--- config.mk ---
export PLATFORM = sky130hd
export DESIGN_NAME = pipeline_hazard_ctrl
export DESIGN_NICKNAME = d
export VERILOG_FILES = /design/src/rtl/pipeline_hazard_ctrl.sv
export SDC_FILE = /design/constraint.sdc
export NUM_CORES = 1
export LEC_CHECK = 0
export ABC_AREA = 0
export CAP_MARGIN = 5
export CORE_MARGIN = 3
export CORE_UTILIZATION = 48
export DETAILED_ROUTE_END_ITERATION = 6
export GPL_ROUTABILITY_DRIVEN = 1
export PLACE_DENSITY = 0.84
export SYNTH_ARGS = -nofsm -noshare
export SYNTH_HDL_FRONTEND = slang
export SYNTH_SLANG_ARGS = --single-unit
export TNS_END_PERCENT = 5
--- constraint.sdc ---
create_clock -name clk -period 4.7 [get_ports clk]
set_input_delay 0.94 -clock clk [delete_from_list [all_inputs] [get_ports clk]]
set_output_delay 0.94 -clock clk [all_outputs]
set_load 0.1 [all_outputs]
--- src/rtl/pipeline_hazard_ctrl.sv ---
// -----------------------------------------------------------------------------
// pipeline_hazard_ctrl
//
// Hazard and sequencing controller for the 8-bit pipelined CPU. It watches the
// decode/execute and execute/memory pipeline registers and produces every
// stage-register enable/clear plus the PC write enable. It handles RAW hazards,
// taken-branch flushes, multi-cycle data-memory waits with a timeout, and halt.
//
// Build option:
//   FORWARD_EN  defined   : EX/MEM forwarding is active. Only a load-use
//                           pair stalls, and only for one cycle.
//               undefined : no forwarding (fwd_a/fwd_b = 00). Any EX or MEM
//                           match stalls until the producer has retired.
//
// Parameters:
//   REG_ADDR_W      register-address width
//   BRANCH_PENALTY  cycles of flush_id after a taken branch (1..7)
//   MEM_TIMEOUT     MEM_WAIT cycles before the timeout error (1..255)
//
// Ports:
//   clk, rst                  clock, asynchronous active-high reset
//   id_r_reg1/2, id_uses_rs1/2  decode-stage source registers and their use
//   ex_wr_reg, ex_reg_write, ex_is_load   execute-stage destination
//   mem_wr_reg, mem_reg_write             memory-stage destination
//   branch_taken              execute resolved a taken branch/jump
//   mem_req, mem_ack          data-memory handshake
//   halt_req, resume          enter / leave HALT
//   pc_write                  PC update enable
//   stall_if/id/ex            hold IF/ID, ID/EX, EX/MEM registers
//   flush_id/ex               clear IF/ID, ID/EX registers (bubble)
//   fwd_a/fwd_b               operand source: 00 regfile, 01 EX, 10 MEM
//   halted                    controller is in HALT
//   mem_timeout               sticky memory-timeout error (cleared by rst)
// -----------------------------------------------------------------------------
module pipeline_hazard_ctrl #(
  parameter int REG_ADDR_W     = 5,
  parameter int BRANCH_PENALTY = 2,
  parameter int MEM_TIMEOUT    = 15
) (
  input  logic                  clk,
  input  logic                  rst,
  input  logic [REG_ADDR_W-1:0] id_r_reg1,
  input  logic [REG_ADDR_W-1:0] id_r_reg2,
  input  logic                  id_uses_rs1,
  input  logic                  id_uses_rs2,
  input  logic [REG_ADDR_W-1:0] ex_wr_reg,
  input  logic                  ex_reg_write,
  input  logic                  ex_is_load,
  input  logic [REG_ADDR_W-1:0] mem_wr_reg,
  input  logic                  mem_reg_write,
  input  logic                  branch_taken,
  input  logic                  mem_req,
  input  logic                  mem_ack,
  input  logic                  halt_req,
  input  logic                  resume,
  output logic                  pc_write,
  output logic                  stall_if,
  output logic                  stall_id,
  output logic                  stall_ex,
  output logic                  flush_id,
  output logic                  flush_ex,
  output logic [1:0]            fwd_a,
  output logic [1:0]            fwd_b,
  output logic                  halted,
  output logic                  mem_timeout
);

  typedef enum logic [1:0] {
    RUN      = 2'd0,
    BR_FLUSH = 2'd1,
    MEM_WAIT = 2'd2,
    HALT     = 2'd3
  } state_e;

  localparam logic [2:0] BR_RELOAD    = 3'(BRANCH_PENALTY - 1);
  localparam logic [7:0] TIMEOUT_LAST = 8'(MEM_TIMEOUT - 1);
  localparam logic [1:0] FWD_RF       = 2'b00;
  localparam logic [1:0] FWD_EX       = 2'b01;
  localparam logic [1:0] FWD_MEM      = 2'b10;

  state_e     state_q, state_d;
  logic [2:0] br_cnt_q, br_cnt_d;
  logic [7:0] wait_cnt_q, wait_cnt_d;
  logic       timeout_q, timeout_d;

  // ---------------------------------------------------------------------------
  // Operand match detection. Register 0 is hard-wired zero and never matches.
  // ---------------------------------------------------------------------------
  logic ex_match_a, ex_match_b, mem_match_a, mem_match_b;
  logic data_hazard;
  logic [1:0] fwd_a_sel, fwd_b_sel;

  assign ex_match_a  = id_uses_rs1 & ex_reg_write  & (ex_wr_reg  != '0) & (ex_wr_reg  == id_r_reg1);
  assign ex_match_b  = id_uses_rs2 & ex_reg_write  & (ex_wr_reg  != '0) & (ex_wr_reg  == id_r_reg2);
  assign mem_match_a = id_uses_rs1 & mem_reg_write & (mem_wr_reg != '0) & (mem_wr_reg == id_r_reg1);
  assign mem_match_b = id_uses_rs2 & mem_reg_write & (mem_wr_reg != '0) & (mem_wr_reg == id_r_reg2);

`ifdef FORWARD_EN
  // EX is the younger producer, so it wins over MEM.
  assign fwd_a_sel   = ex_match_a ? FWD_EX : (mem_match_a ? FWD_MEM : FWD_RF);
  assign fwd_b_sel   = ex_match_b ? FWD_EX : (mem_match_b ? FWD_MEM : FWD_RF);
  // Load data only exists after the memory stage: the one case forwarding
  // cannot cover.
  assign data_hazard = (ex_match_a | ex_match_b) & ex_is_load;
`else
  assign fwd_a_sel   = FWD_RF;
  assign fwd_b_sel   = FWD_RF;
  // Without forwarding, load-use is just one case of an EX match; every
  // pending write to a source register must retire before decode proceeds.
  assign data_hazard = ((ex_match_a | ex_match_b) & ex_is_load)
                     | ex_match_a | ex_match_b | mem_match_a | mem_match_b;
`endif

  // ---------------------------------------------------------------------------
  // State and counters
  // ---------------------------------------------------------------------------
  // NOTE: sequential state uses non-blocking assignments so every register
  // samples the pre-edge values, independent of statement order.
  always_ff @(posedge clk or posedge rst) begin
    if (rst) begin
      state_q    <= RUN;
      br_cnt_q   <= '0;
      wait_cnt_q <= '0;
      timeout_q  <= 1'b0;
    end else begin
      state_q    <= state_d;
      br_cnt_q   <= br_cnt_d;
      wait_cnt_q <= wait_cnt_d;
      timeout_q  <= timeout_d;
    end
  end

  // ---------------------------------------------------------------------------
  // Next-state and outputs
  // ---------------------------------------------------------------------------
  always_comb begin
    // NOTE: every signal gets a default before the case so no path leaves
    // one unassigned, which would infer a latch.
    state_d    = state_q;
    br_cnt_d   = br_cnt_q;
    wait_cnt_d = wait_cnt_q;
    timeout_d  = timeout_q;
    pc_write   = 1'b1;
    stall_if   = 1'b0;
    stall_id   = 1'b0;
    stall_ex   = 1'b0;
    flush_id   = 1'b0;
    flush_ex   = 1'b0;
    halted     = 1'b0;
    fwd_a      = fwd_a_sel;
    fwd_b      = fwd_b_sel;

    unique case (state_q)
      RUN: begin
        if (halt_req) begin
          // Kill whatever follows the halt opcode and freeze the PC.
          flush_ex = 1'b1;
          pc_write = 1'b0;
          state_d  = HALT;
        end else if (mem_req && !mem_ack) begin
          stall_if   = 1'b1;
          stall_id   = 1'b1;
          stall_ex   = 1'b1;
          pc_write   = 1'b0;
          wait_cnt_d = '0;
          state_d    = MEM_WAIT;
        end else if (branch_taken) begin
          flush_id = 1'b1;
          flush_ex = 1'b1;
          if (BRANCH_PENALTY > 1) begin
            br_cnt_d = BR_RELOAD;
            state_d  = BR_FLUSH;
          end
        end else if (data_hazard) begin
          // Hold fetch/decode and inject a bubble into execute; re-evaluated
          // every cycle, so multi-cycle hazards stall repeatedly.
          stall_if = 1'b1;
          stall_id = 1'b1;
          flush_ex = 1'b1;
          pc_write = 1'b0;
        end
      end

      BR_FLUSH: begin
        if (halt_req) begin
          flush_ex = 1'b1;
          pc_write = 1'b0;
          state_d  = HALT;
        end else if (branch_taken) begin
          flush_id = 1'b1;
          flush_ex = 1'b1;
          br_cnt_d = BR_RELOAD;
        end else begin
          flush_id = 1'b1;
          br_cnt_d = br_cnt_q - 3'd1;
          if (br_cnt_q <= 3'd1) begin
            state_d = RUN;
          end
        end
      end

      MEM_WAIT: begin
        // branch_taken/halt_req are held by the stalled execute stage and
        // are picked up again once RUN resumes.
        stall_if = 1'b1;
        stall_id = 1'b1;
        stall_ex = 1'b1;
        pc_write = 1'b0;
        if (mem_ack) begin
          state_d = RUN;
        end else begin
          wait_cnt_d = wait_cnt_q + 8'd1;
          if (wait_cnt_q == TIMEOUT_LAST) begin
            timeout_d = 1'b1;
            state_d   = HALT;
          end
        end
      end

      HALT: begin
        halted   = 1'b1;
        pc_write = 1'b0;
        stall_if = 1'b1;
        stall_id = 1'b1;
        stall_ex = 1'b1;
        // A timeout is fatal: only rst leaves HALT.
        if (resume && !timeout_q) begin
          state_d = RUN;
        end
      end

      default: state_d = RUN;
    endcase

    // While rst is high the stage controls are forced, whatever the inputs.
    if (rst) begin
      pc_write = 1'b1;
      stall_if = 1'b0;
      stall_id = 1'b0;
      stall_ex = 1'b0;
      flush_id = 1'b0;
      flush_ex = 1'b0;
      fwd_a    = FWD_RF;
      fwd_b    = FWD_RF;
      halted   = 1'b0;
    end
  end

  assign mem_timeout = timeout_q;

endmodule

==> results.yml <==
route:
  avgRoutedWirePerCell_um: 15.09
  drc: 0
  final_antenna_net_count: 0
  vias: 1220
  drtIter0Drc: 24
  wirelength_mm: 3.214
  routed_via_density: 5.728
  dr.pass1.iters: 4
clock_tree:
  cts_resized: 0
  cts_root_buffer: "clkbuf_4"
  htree_levels: 1
  clock_sink_count: 14
  cts.path.max_buffers: 2
  cts_tree: "yes"
  clkTransAtPathRegs_ps: 80
  cts_buffers: 3
  insertion_delay_ps: 280
  cts_setup_buffers: 0
  hold_buffers: 0
critical_path:
  worstSetupEndpointType: "primary output"
  arrival_ps: 3110
  worst-setup-path-type: "in -> out"
  start_kind: "primary input"
  r2r-end: "wait_cnt_q[5]"
  r2r_slack_ps: 2870
  rr_worst_depth: 5
  cp_data_required_time_ps: 3760
  timing.rr.start: "state_q[1]"
  critPathMaxFanout: 3
timing:
  grt_setup_unrepaired: "false"
  slew_headroom_pct: 35.13
  fin_crit_ps: 4051
  tightest_slew_ps: 970.0
  final_hold_viol_count: 0
  clock_skew_ps: 4.871
  clock.fmax_mhz: 246.8
  finalSetupViolCount: 0
  period_share_pct: 86.20
  slew_violations: 0
yosys:
  synth-warning-count: 0
  syn_inst: 150
  ys_seq_area_share_pct: 28.34
  syn_area_per_cell_um2: 8.241
  ys_types: 41
  synth_edf_count: 0
  synth_seq_cells: 14
  netlist_area_um2: 1236
  synth_async_sr_flop_share_pct: 100.0
  ys.flop_type: "dfrtp_1"
grt:
  grt_pass1_vias: 1148
  grt_pass1_wl_mm: 5.388
  top_usage_layer: "met2"
  track_usage_pct: 20.87
  gr-usage-met2_pct: 32.67
  overflow: 0
  antenna_found_initial: 0
  use_met1_pct: 28.23
  grt_max_degree: 17
  grtUsageMet3_pct: 5.517
floorplanning:
  rows: 17
  io_pins: 44
  start_util_pct: 53.32
  die_x_um: 56.75
  die_h_um: 56.75
  core_area_um2: 2318
  die-area_um2: 3221
layout:
  layout-drive-gt1-share_pct: 8.649
  nets: 222
  design_area_um2: 1668
  fin_cells: 213
  area_growth_pct: 34.92
  final_core_util_pct: 71.94
  antenna_cells: 0
worst_hold_path:
  hp-class: "reg -> reg"
  min_from: "br_cnt_q[0]"
  hold_path_end: "br_cnt_q[0]"
  whs_path_depth: 1
placement:
  dp_cells: 209
  gp_routability_congestion: 0.9597
  hpwl_mm: 2.491
  port_buffers: 38
  placed_cell_area_um2: 1632
power:
  vdd_ir_drop_max_mv: 0.4364
  leakagePower_uw: 0.0006976
  p_per_area_nw_per_um2: 419.7
outcome:
  status: "complete, no violations"
job:
  cap_violations: 0
-- stage by stage --
stage | TNS [ps] | power [uW] | setup slack (ps) | hold WS, ps
2_1_floorplan | -321.2 | 499.3 | -321.2 | 451.1
3_3_place_gp | 0 | 597.4 | 674.0 | 496.8
3_5_place_dp | 0 | 609.8 | 645.4 | 514.0
4_1_cts | 0 | 699.0 | 631.6 | 525.8
5_1_grt | 0 | 744.4 | 574.1 | 549.0
6_report | 0 | 699.9 | 648.5 | 528.3
-- worst max-delay path: stages --
cell and delay, ps:
clkdlybuf4s50_1 500, xor2_1 200, nor4_1 310, a32oi_1 150, o22a_1 280, a311oi_2 500, buf_12 240
-- per-layer routing --
| layer | share of wire [%] | up-vias |
|---|---|---|
| met5 | 0 | - |
| met3 | 10 | 10 |
| met4 | 1.7 | 0 |
| met2 | 45 | 58 |
| met1 | 43 | 558 |
| li1 | - | 594 |
-- cells in the final DEF (no fill, tap or decap), drive strengths merged, types with 3 or more instances in the layout --
master / count
nor4: 6
nand2: 11
o21ai: 13
clkdlybuf4s50: 31
ha: 4
xnor2: 4
or3: 3
buf: 7
and2: 3
xor2: 20
inv: 9
clkbuf: 4
a21oi: 9
nor2: 12
o22ai: 3
conb: 4
dfrtp: 14
-- worst max path at each step --
| stage | depth (start not counted) | startpoint | to | slack (ps) |
|---|---|---|---|---|
| 2_1_floorplan | 3 | branch_taken | flush_id | -320 |
| 3_3_place_gp | 7 | ex_wr_reg[3] | stall_if | 670 |
| 3_5_place_dp | 7 | ex_wr_reg[3] | stall_id | 650 |
| 4_1_cts | 7 | ex_wr_reg[3] | stall_id | 630 |
| 5_1_grt | 7 | ex_wr_reg[3] | stall_id | 570 |
| 6_report | 7 | ex_wr_reg[3] | stall_id | 650 |
-- power breakdown --
group	switching (uW)	total [uW]	internal (uW)
sequential	60.7	216	155
combinational	254	397	142
clock	40.1	87.3	47.2
total	355	700	345
-- state kept, by name, indices dropped and copies added (netlist names) --
name / cells
br_cnt_q: 3
state_q: 2
mem_timeout: 1
wait_cnt_q: 8
-- cells by family after synthesis --
logic type | count (synthesis) | share of synthesized area, %
AOI/OAI and AO/OA | 37 | 19.94
xor gates and xnor gates | 24 | 17.00
adders and majority gates | 4 | 4.049
buffers and inverters | 19 | 7.388
DFF | 14 | 28.34
muxes | 1 | 0.8097
other | 1 | 0.3034
and+or+nand+nor | 50 | 22.17
-- final cells by class --
type | instances | area [um2]
multi-input combinational | 120 | 812.0
fill | 183 | 650.6
timing repair buffer | 38 | 400.4
sequential | 14 | 350.3
clock buffer | 4 | 36.28
tap | 28 | 35.03
inverter | 9 | 33.78
-- cell usage after synthesis, types with 2 or more instances --
cell / number / area share, %
or3_1: 3 / 1.5
o31ai_1: 2 / 1.2
o21ai_1: 6 / 2.4
o21ai_0: 7 / 2.8
xor2_1: 20 / 14
a32oi_1: 2 / 1.4
dfrtp_1: 14 / 28
xnor2_1: 4 / 2.8
inv_1: 8 / 2.4
and2_1: 3 / 1.5
nor4_2: 2 / 2.0
nor2b_1: 2 / 1.0
a211oi_1: 2 / 1.2
or4_1: 2 / 1.2
nor2_1: 12 / 3.6
buf_4: 5 / 3.0
nand4_1: 2 / 1.0
nor4_1: 4 / 2.0
ha_1: 4 / 4.0
o22ai_1: 3 / 1.5
a21oi_1: 9 / 3.6
nand3_1: 2 / 0.81
clkbuf_1: 4 / 1.2
nand2_1: 11 / 3.3
No activity file was read; power rests on OpenSTA's default activity.
